==> config.mk <==
export PLATFORM = sky130hd
export DESIGN_NAME = mon_s2cif_pack_flat
export DESIGN_NICKNAME = d
export VERILOG_FILES = /design/src/rtl/s2cif_mon_pkg.sv /design/src/rtl/s2cif_if.sv /design/src/rtl/s2cif_mon_fifo.sv /design/src/rtl/mon_s2cif_pack.sv /design/src/flat_wrapper.sv
export SDC_FILE = /design/constraint.sdc
export NUM_CORES = 1
export LEC_CHECK = 0
export CAP_MARGIN = 20
export CORE_ASPECT_RATIO = 1.1
export CORE_UTILIZATION = 51
export DETAILED_ROUTE_END_ITERATION = 10
export HOLD_SLACK_MARGIN = 0.12
export PLACE_DENSITY_LB_ADDON = 0.05
export RECOVER_POWER = 50
export SYNTH_ARGS = -nofsm -noshare
export SYNTH_HDL_FRONTEND = slang
export SYNTH_HIERARCHICAL = 1
export SYNTH_SLANG_ARGS = --single-unit
==> constraint.sdc <==
create_clock -name clk -period 4.6 [get_ports clk]
set_input_delay 0.46 -clock clk [delete_from_list [all_inputs] [get_ports clk]]
set_output_delay 0.46 -clock clk [all_outputs]
set_load 0.02 [all_outputs]
==> src/rtl/s2cif_mon_pkg.sv <==
// s2cif_mon_pkg
//   Shared types for the s2cif word-packing output monitor.
//   mon_state_e : monitor run state (RUN, CLOSED)
//   mon_entry_t : one buffered word with its valid bit count and timestamp
package s2cif_mon_pkg;

  typedef enum logic {
    RUN    = 1'b0,
    CLOSED = 1'b1
  } mon_state_e;

  typedef struct packed {
    logic [31:0] word;
    logic [5:0]  count;
    logic [31:0] tstamp;
  } mon_entry_t;

endpackage

==> src/rtl/s2cif_if.sv <==
// s2cif_if
//   Signal-level form of the s2cif call channel between the monitor and the
//   scenario side.
//   chan_id, func_no : channel id / function index used for setup and pushes
//   setup_ret        : scenario result of func_setup; non-zero keeps the
//                      monitor halted
//   call             : a data_push_call is issued this cycle
//   data0..data2     : push arguments (word, bit count, timestamp)
//   ret              : scenario return value for the call of this cycle,
//                      consumed on the next posedge
interface s2cif_if;
  logic [31:0]        chan_id;
  logic [31:0]        func_no;
  logic signed [31:0] setup_ret;
  logic               call;
  logic [31:0]        data0;
  logic [31:0]        data1;
  logic [31:0]        data2;
  logic signed [31:0] ret;

  modport mon (
    output chan_id, func_no, call, data0, data1, data2,
    input  setup_ret, ret
  );
endinterface

==> src/rtl/s2cif_mon_fifo.sv <==
// s2cif_mon_fifo
//   Synchronous FIFO of mon_entry_t, DEPTH a power of 2 (>= 2).
//   A push while full is accepted only when a pop happens on the same edge.
//   Macro S2CIF_MON_TSTAMP_EN: when defined, the timestamp field is stored;
//   otherwise it is not stored and reads back as zero.
//   Ports: clk, rst (async, active-high), push/din, pop/dout,
//          full, empty, count (entries held)
module s2cif_mon_fifo
  import s2cif_mon_pkg::*;
#(
  parameter int DEPTH = 4
) (
  input  logic                       clk,
  input  logic                       rst,
  input  logic                       push,
  input  mon_entry_t                 din,
  input  logic                       pop,
  output mon_entry_t                 dout,
  output logic                       full,
  output logic                       empty,
  output logic [$clog2(DEPTH):0]     count
);

  localparam int AW = $clog2(DEPTH);

  logic [31:0]   word_mem [DEPTH];
  logic [5:0]    cnt_mem  [DEPTH];
  logic [AW-1:0] wr_ptr;
  logic [AW-1:0] rd_ptr;
  logic          do_push;
  logic          do_pop;

  assign full    = (count == (AW+1)'(DEPTH));
  assign empty   = (count == '0);
  assign do_pop  = pop && !empty;
  assign do_push = push && (!full || do_pop);

  // NOTE: storage arrays carry no reset; only pointers and count define
  // validity, and leaving the data unreset lets it map onto plain RAM/regs.
  always_ff @(posedge clk) begin
    if (do_push) begin
      word_mem[wr_ptr] <= din.word;
      cnt_mem[wr_ptr]  <= din.count;
    end
  end

`ifdef S2CIF_MON_TSTAMP_EN
  logic [31:0] ts_mem [DEPTH];

  always_ff @(posedge clk) begin
    if (do_push) ts_mem[wr_ptr] <= din.tstamp;
  end

  assign dout = {word_mem[rd_ptr], cnt_mem[rd_ptr], ts_mem[rd_ptr]};
`else
  logic unused_ts;
  assign unused_ts = ^din.tstamp;
  assign dout      = {word_mem[rd_ptr], cnt_mem[rd_ptr], 32'd0};
`endif

  // NOTE: sequential state uses non-blocking assignments so every register
  // samples pre-edge values regardless of process evaluation order.
  always_ff @(posedge clk or posedge rst) begin
    if (rst) begin
      wr_ptr <= '0;
      rd_ptr <= '0;
      count  <= '0;
    end else begin
      if (do_push) wr_ptr <= wr_ptr + 1'b1;
      if (do_pop)  rd_ptr <= rd_ptr + 1'b1;
      case ({do_push, do_pop})
        2'b10:   count <= count + 1'b1;
        2'b01:   count <= count - 1'b1;
        default: count <= count;
      endcase
    end
  end

endmodule

==> src/rtl/mon_s2cif_pack.sv <==
// mon_s2cif_pack
//   Output monitor downstream of the s2cif bit driver. Packs the DUT serial
//   bit LSB-first into WORD_BITS-wide words, buffers them in a DEPTH-entry
//   FIFO and drains one word per cycle to the scenario via s2cif pushes
//   (data0=word, data1=bit count, data2=timestamp). ret==0 pops, ret>0
//   retries the head next cycle, ret<0 closes the monitor until rst.
//   A non-zero setup_ret keeps the monitor halted (no capture, no pushes).
//   Macro S2CIF_MON_TSTAMP_EN: adds a free-running cycle counter latched
//   into each entry at enqueue; undefined, data2 is 0.
//   Ports: clk, rst (async, active-high), s2cif (mon modport), dout, cap_en,
//          flush (1-cycle pulse), fifo_full, ovf (sticky drop), closed,
//          word_cnt (accepted words, wraps)
module mon_s2cif_pack
  import s2cif_mon_pkg::*;
#(
  parameter int id        = 0,
  parameter int FUNC_NO   = 2,
  parameter int WORD_BITS = 32,
  parameter int DEPTH     = 4
) (
  input  logic        clk,
  input  logic        rst,
  s2cif_if.mon        s2cif,
  input  logic        dout,
  input  logic        cap_en,
  input  logic        flush,
  output logic        fifo_full,
  output logic        ovf,
  output logic        closed,
  output logic [31:0] word_cnt
);

  localparam int CW = $clog2(DEPTH) + 1;
  localparam logic [5:0] LAST_BIT = 6'(WORD_BITS - 1);

  mon_state_e  state_q, state_d;
  logic [31:0] acc, acc_new;
  logic [5:0]  bit_cnt, eff_cnt;
  logic        run, cap, complete, flush_enq, enq, enq_ok;
  logic        call, pop, ret_end;
  mon_entry_t  entry, head;
  logic        fifo_empty;
  logic [CW-1:0] fifo_count;

  assign run      = (state_q == RUN) && (s2cif.setup_ret == 0);
  assign cap      = run && cap_en;
  assign eff_cnt  = bit_cnt + {5'd0, cap};
  assign complete = cap && (bit_cnt == LAST_BIT);
  // A flush on the completing cycle is absorbed by the full word.
  assign flush_enq = run && flush && !complete && (eff_cnt != 6'd0);
  assign enq       = complete || flush_enq;

  // Bits above bit_cnt are always zero, so writing one bit yields the
  // zero-extended partial word directly.
  // NOTE: every always_comb output gets a default first so no latch forms.
  always_comb begin
    acc_new = acc;
    if (cap) acc_new[bit_cnt[4:0]] = dout;
  end

  assign call    = run && !fifo_empty;
  assign pop     = call && (s2cif.ret == 0);
  assign ret_end = call && (s2cif.ret < 0);
  assign enq_ok  = (fifo_count != CW'(DEPTH)) || pop;

`ifdef S2CIF_MON_TSTAMP_EN
  logic [31:0] cyc;
  always_ff @(posedge clk or posedge rst) begin
    if (rst) cyc <= '0;
    else     cyc <= cyc + 32'd1;
  end
  assign entry.tstamp = cyc;
`else
  assign entry.tstamp = 32'd0;
`endif
  assign entry.word  = acc_new;
  assign entry.count = complete ? 6'(WORD_BITS) : eff_cnt;

  s2cif_mon_fifo #(.DEPTH(DEPTH)) u_fifo (
    .clk   (clk),
    .rst   (rst),
    .push  (enq),
    .din   (entry),
    .pop   (pop),
    .dout  (head),
    .full  (fifo_full),
    .empty (fifo_empty),
    .count (fifo_count)
  );

  always_comb begin
    state_d = state_q;
    if (state_q == RUN && ret_end) state_d = CLOSED;
  end

  always_ff @(posedge clk or posedge rst) begin
    if (rst) state_q <= RUN;
    else     state_q <= state_d;
  end

  always_ff @(posedge clk or posedge rst) begin
    if (rst) begin
      acc      <= '0;
      bit_cnt  <= '0;
      ovf      <= 1'b0;
      word_cnt <= '0;
    end else begin
      if (enq) begin
        acc     <= '0;
        bit_cnt <= '0;
      end else if (cap) begin
        acc     <= acc_new;
        bit_cnt <= eff_cnt;
      end
      if (enq && !enq_ok) ovf <= 1'b1;
      if (pop) word_cnt <= word_cnt + 32'd1;
    end
  end

  assign closed        = (state_q == CLOSED);
  assign s2cif.chan_id = 32'(id);
  assign s2cif.func_no = 32'(FUNC_NO);
  assign s2cif.call    = call;
  assign s2cif.data0   = head.word;
  assign s2cif.data1   = {26'd0, head.count};
  assign s2cif.data2   = head.tstamp;

endmodule

==> src/flat_wrapper.sv <==
// flat-port wrapper written by rule: the top's interface ports become plain ports
module mon_s2cif_pack_flat import s2cif_mon_pkg::*;
#(
  parameter int id        = 0,
  parameter int FUNC_NO   = 2,
  parameter int WORD_BITS = 32,
  parameter int DEPTH     = 4
)
  (clk, rst, dout, cap_en, flush, fifo_full, ovf, closed, word_cnt, s2cif_chan_id, s2cif_func_no, s2cif_call, s2cif_data0, s2cif_data1, s2cif_data2, s2cif_setup_ret, s2cif_ret);
  s2cif_if s2cif_i ();
  input  logic clk;
  input  logic rst;
  input  logic dout;
  input  logic cap_en;
  input  logic flush;
  output logic fifo_full;
  output logic ovf;
  output logic closed;
  output logic [31:0] word_cnt;
  output wire logic [$bits(s2cif_i.chan_id)-1:0] s2cif_chan_id;
  output wire logic [$bits(s2cif_i.func_no)-1:0] s2cif_func_no;
  output wire logic [$bits(s2cif_i.call)-1:0] s2cif_call;
  output wire logic [$bits(s2cif_i.data0)-1:0] s2cif_data0;
  output wire logic [$bits(s2cif_i.data1)-1:0] s2cif_data1;
  output wire logic [$bits(s2cif_i.data2)-1:0] s2cif_data2;
  input wire logic [$bits(s2cif_i.setup_ret)-1:0] s2cif_setup_ret;
  input wire logic [$bits(s2cif_i.ret)-1:0] s2cif_ret;
  assign s2cif_chan_id = s2cif_i.chan_id;
  assign s2cif_func_no = s2cif_i.func_no;
  assign s2cif_call = s2cif_i.call;
  assign s2cif_data0 = s2cif_i.data0;
  assign s2cif_data1 = s2cif_i.data1;
  assign s2cif_data2 = s2cif_i.data2;
  assign s2cif_i.setup_ret = s2cif_setup_ret;
  assign s2cif_i.ret = s2cif_ret;
  mon_s2cif_pack #(.id(id), .FUNC_NO(FUNC_NO), .WORD_BITS(WORD_BITS), .DEPTH(DEPTH)) u_core (.clk(clk), .rst(rst), .s2cif(s2cif_i), .dout(dout), .cap_en(cap_en), .flush(flush), .fifo_full(fifo_full), .ovf(ovf), .closed(closed), .word_cnt(word_cnt));
endmodule
==> impl_results.md, run 1 <==
* Status: finished with violations
* Failing checks: capacitance limit, slew limit
* Max-Cap Viols at 2
* Proportion of layout cells with a drive suffix above 1 at 0.128
* First-pass GRT wire length at between 30,000 and 40,000 um
* Hold_buf cts at 0
* Max Clock Freq at 0.242 GHz
* Core area at 21,500 sq um
* Placed insts at 1,274
* CP Launch Type: input pin
* Critical path fanouts, max at 5
* Final hold viol count at 0
* ANT nets after route at 0
* Global Route Usage Sum at 0.220
* DPL Wire Length at roughly 16,000 um
* Avg Vias per Cell at 5.37
* Rel. slew slack at -0.297
* VDD IR-drop max at 0.173 mV
* Worst-Margin Slew at between 1.5 and 2 ns
* Clk_skew at 0.00823 ns
* # resized after CTS at 0
* Total negative slack at 0 ns
* Endpoints failing setup at 0
* Ports at roughly 270
* Initial core utilization at 0.525
* Switching pwr at 0.875 mW
* Row count at 56
* Nets at 1,086
* Vias in the first global route at 7,005
* Ys async rst share at 0.342
* Detailed-route DRC error count at 0
* CTS clk-pin slew, worst paths at 0.06 ns
* Static Leak at 4.66 nW
* Avg Cell Area, Syn at 13.1 sq um
* Die X-Extent at 144 um
* Synth Instances at between 800 and 900
* DR pass1 iterations at 5
* Setup crit end kind: register
* IO Port Bufs at 142
* EDFF count, synth at 152
* Final count of pins violating max slew at 75
* Dominant cell type by area after synthesis: edfxtp_1
* Final setup margin at between 0.4 and 0.5 ns
* H-tree levels at 1
* DR iter-0 viols at 406
* Area Overhead vs Synth at 18.6%
* Final cell count without fillers at 1,315
* Die Y-Extent at approximately 160 um
* GPL Wtd Cong at 0.840
* Later-pin clock latency in the skew report at a little under 0.5 ns
* CTS sink count at 231
* Max clock buf depth at 3
* Largest net degree at the start of global routing at 41
* Count of different cell masters after synthesis at 60
* Critical path arrival at roughly 4.5 ns
* Primary FF master, synth: edfxtp_1
* Diode count at 0
* GR Overflow Total at 0
* Register bit total from synthesis at 231
* WL per Instance at about 18 um
* Die footprint at approximately 23,000 sq um
* YS warnings at 6
* Setup Fix Bufs, Post-CTS at 0
* Top cell type's share of synthesized area at 0.404
* Setup Crit Path Kind: in2reg
* Total CTS buffers at 23
* Sw frac at 0.205
* Sequential area share after synthesis at 0.579
* WL final at between 20,000 and 25,000 um
* Gate power share at 0.041
* Sequential Power Share at 0.513
* Root Driver: clkbuf_16
* Top post-synthesis cells by area: edfxtp_1 40%, dfrtp_1 18%, buf_4 8.1%, mux4_2 7.6%, xnor2_1 2.6%
* Setup repair after global routing missed its margin: false
* TritonCTS clock tree: done
* Count leader, synth: edfxtp_1
* Crit share post-route at 0.897
* Clock network power share at 0.446
* Via Count at 7,057
* Initial antenna violation count at 0
* Pre-CTS setup slack at -0.0815 ns
* Pwr Density at 319 nW/um^2
* Mapped cell area at 11,300 sq um
* Int Pwr at 3.40 mW
* Crit path time final at about 4.1 ns
* Worst EP required at between 4 and 5 ns
* Hold/Removal Path Class: in2async
* Most frequent cells after synthesis: 152 x edfxtp_1, 122 x buf_4, 79 x dfrtp_1
-- cell usage in the layout, fill, tap and decap left out, drive strengths merged, types with 5 or more instances in the layout --
| master | netlist | routed |
|---|---|---|
| and3 | 9 | 9 |
| xnor2 | 33 | 33 |
| clkdlybuf4s50 | 0 | 93 |
| nor3 | 11 | 11 |
| and4 | 6 | 6 |
| edfxtp | 152 | 152 |
| mux4 | 38 | 38 |
| or3 | 5 | 5 |
| buf | 138 | 20 |
| o211ai | 32 | 32 |
| nand2 | 74 | 74 |
| and2 | 9 | 9 |
| nor2 | 18 | 18 |
| dfrtp | 79 | 79 |
| nand3 | 52 | 52 |
| ha | 7 | 7 |
| nand4 | 12 | 12 |
| conb | 3 | 122 |
| o31ai | 30 | 30 |
| nor2b | 6 | 6 |
| inv | 14 | 14 |
| a21oi | 5 | 5 |
| nor4 | 19 | 19 |
| clkinv | 0 | 10 |
| o21ai | 38 | 38 |
| dlygate4sd3 | 0 | 49 |
| clkbuf | 30 | 33 |
-- layer usage --
metal	part of all wire	wire, um	track usage	up-vias
met3	0.054	1290	0.0327	26
met2	0.53	12600	0.396	236
met5	0	0	0	-
met1	0.40	9670	0.276	3526
met4	0.017	402	0.0547	0
li1	-	-	-	3269
-- stage by stage --
stage	instance area, sq um	power [mW]	hold WS [ns]	util
2_1_floorplan	11700	2.42	0.263	-
3_3_place_gp	12700	2.41	0.446	0.590
3_5_place_dp	12700	2.41	0.459	0.590
4_1_cts	13500	4.32	0.258	0.626
5_1_grt	13400	4.41	0.408	0.623
6_report	13400	4.28	0.373	0.623
-- sequential cells by signal, summed over array words and instances, names as in the netlist --
signal	count
u_core/u_fifo/count	3
u_core/u_fifo/rd_ptr	2
u_core/u_fifo/wr_ptr	2
u_core/u_fifo/word_mem	128
u_core/acc	32
u_core/closed	1
u_core/bit_cnt	6
u_core/u_fifo/cnt_mem	24
u_core/ovf	1
u_core/word_cnt	32
-- layout make-up --
type | instances | area [sq um]
fillers | 1740 | 8120
flip-flops and latches | 231 | 6540
multi-input cells | 569 | 3980
repair buffers | 170 | 1680
clock buffers | 25 | 593
well taps | 290 | 363
clock inverters | 16 | 185
inverters | 14 | 52.6
-- power groups by stage --
stage | Combinational, mW | Clock [mW] | Sequential (mW)
after global routing | 0.191 | 2.02 | 2.19
after CTS | 0.175 | 1.95 | 2.19
after detailed placement | 0.175 | 0 | 2.24
final | 0.175 | 1.91 | 2.19
after floorplan | 0.185 | 0 | 2.24
after global placement | 0.175 | 0 | 2.24
-- critical path: stages --
cell and delay (ns):
clkdlybuf4s50_1 0.45, nor4_1 0.51, nand2_1 0.20, or2_2 0.35, nor2_1 0.12, ha_1 0.25, ha_1 0.32, a2111oi_2 0.33
o221ai_2 0.15, nor2_1 0.12, nor2_1 0.08, nor2b_1 0.21, nand2_1 0.10, fa_1 0.41, nor2b_1 0.16, a221o_1 0.16
o211ai_1 0.09
-- cell families after synthesis --
family | after synthesis | share of synthesized area
other | 3 | 0.000997
AO/OA/AOI/OAI | 121 | 0.0838
flip-flops | 231 | 0.579
buffers and inverters | 182 | 0.105
XOR/XNOR | 36 | 0.0279
AND/OR/NAND/NOR | 242 | 0.115
multiplexers | 40 | 0.0781
adder cells (fa/ha/maj) | 8 | 0.00953
-- final timing paths --
kind                                            to                   start  cells after the start  slack [ns]
max reg2reg                 u_core/u_fifo/count[2]  u_core/u_fifo/count[1]                     12        0.86
max                         u_core/u_fifo/count[2]      s2cif_setup_ret[8]                     17        0.47
min reg2reg                         u_core/acc[20]          u_core/acc[20]                      2        0.47
max in group asynchronous           u_core/acc[29]                     rst                      3        1.19
min                        u_core/u_fifo/wr_ptr[1]                     rst                      2        0.37
min in group clk                    u_core/acc[20]          u_core/acc[20]                      2        0.47
Note: power is estimated with default switching activity, not from simulation.
==> run 2: changes to the inputs <==
- SLEW_MARGIN: unset -> 20
==> results of run 2 <==
Final layout, timing and power as in run 1 (identical DEF).
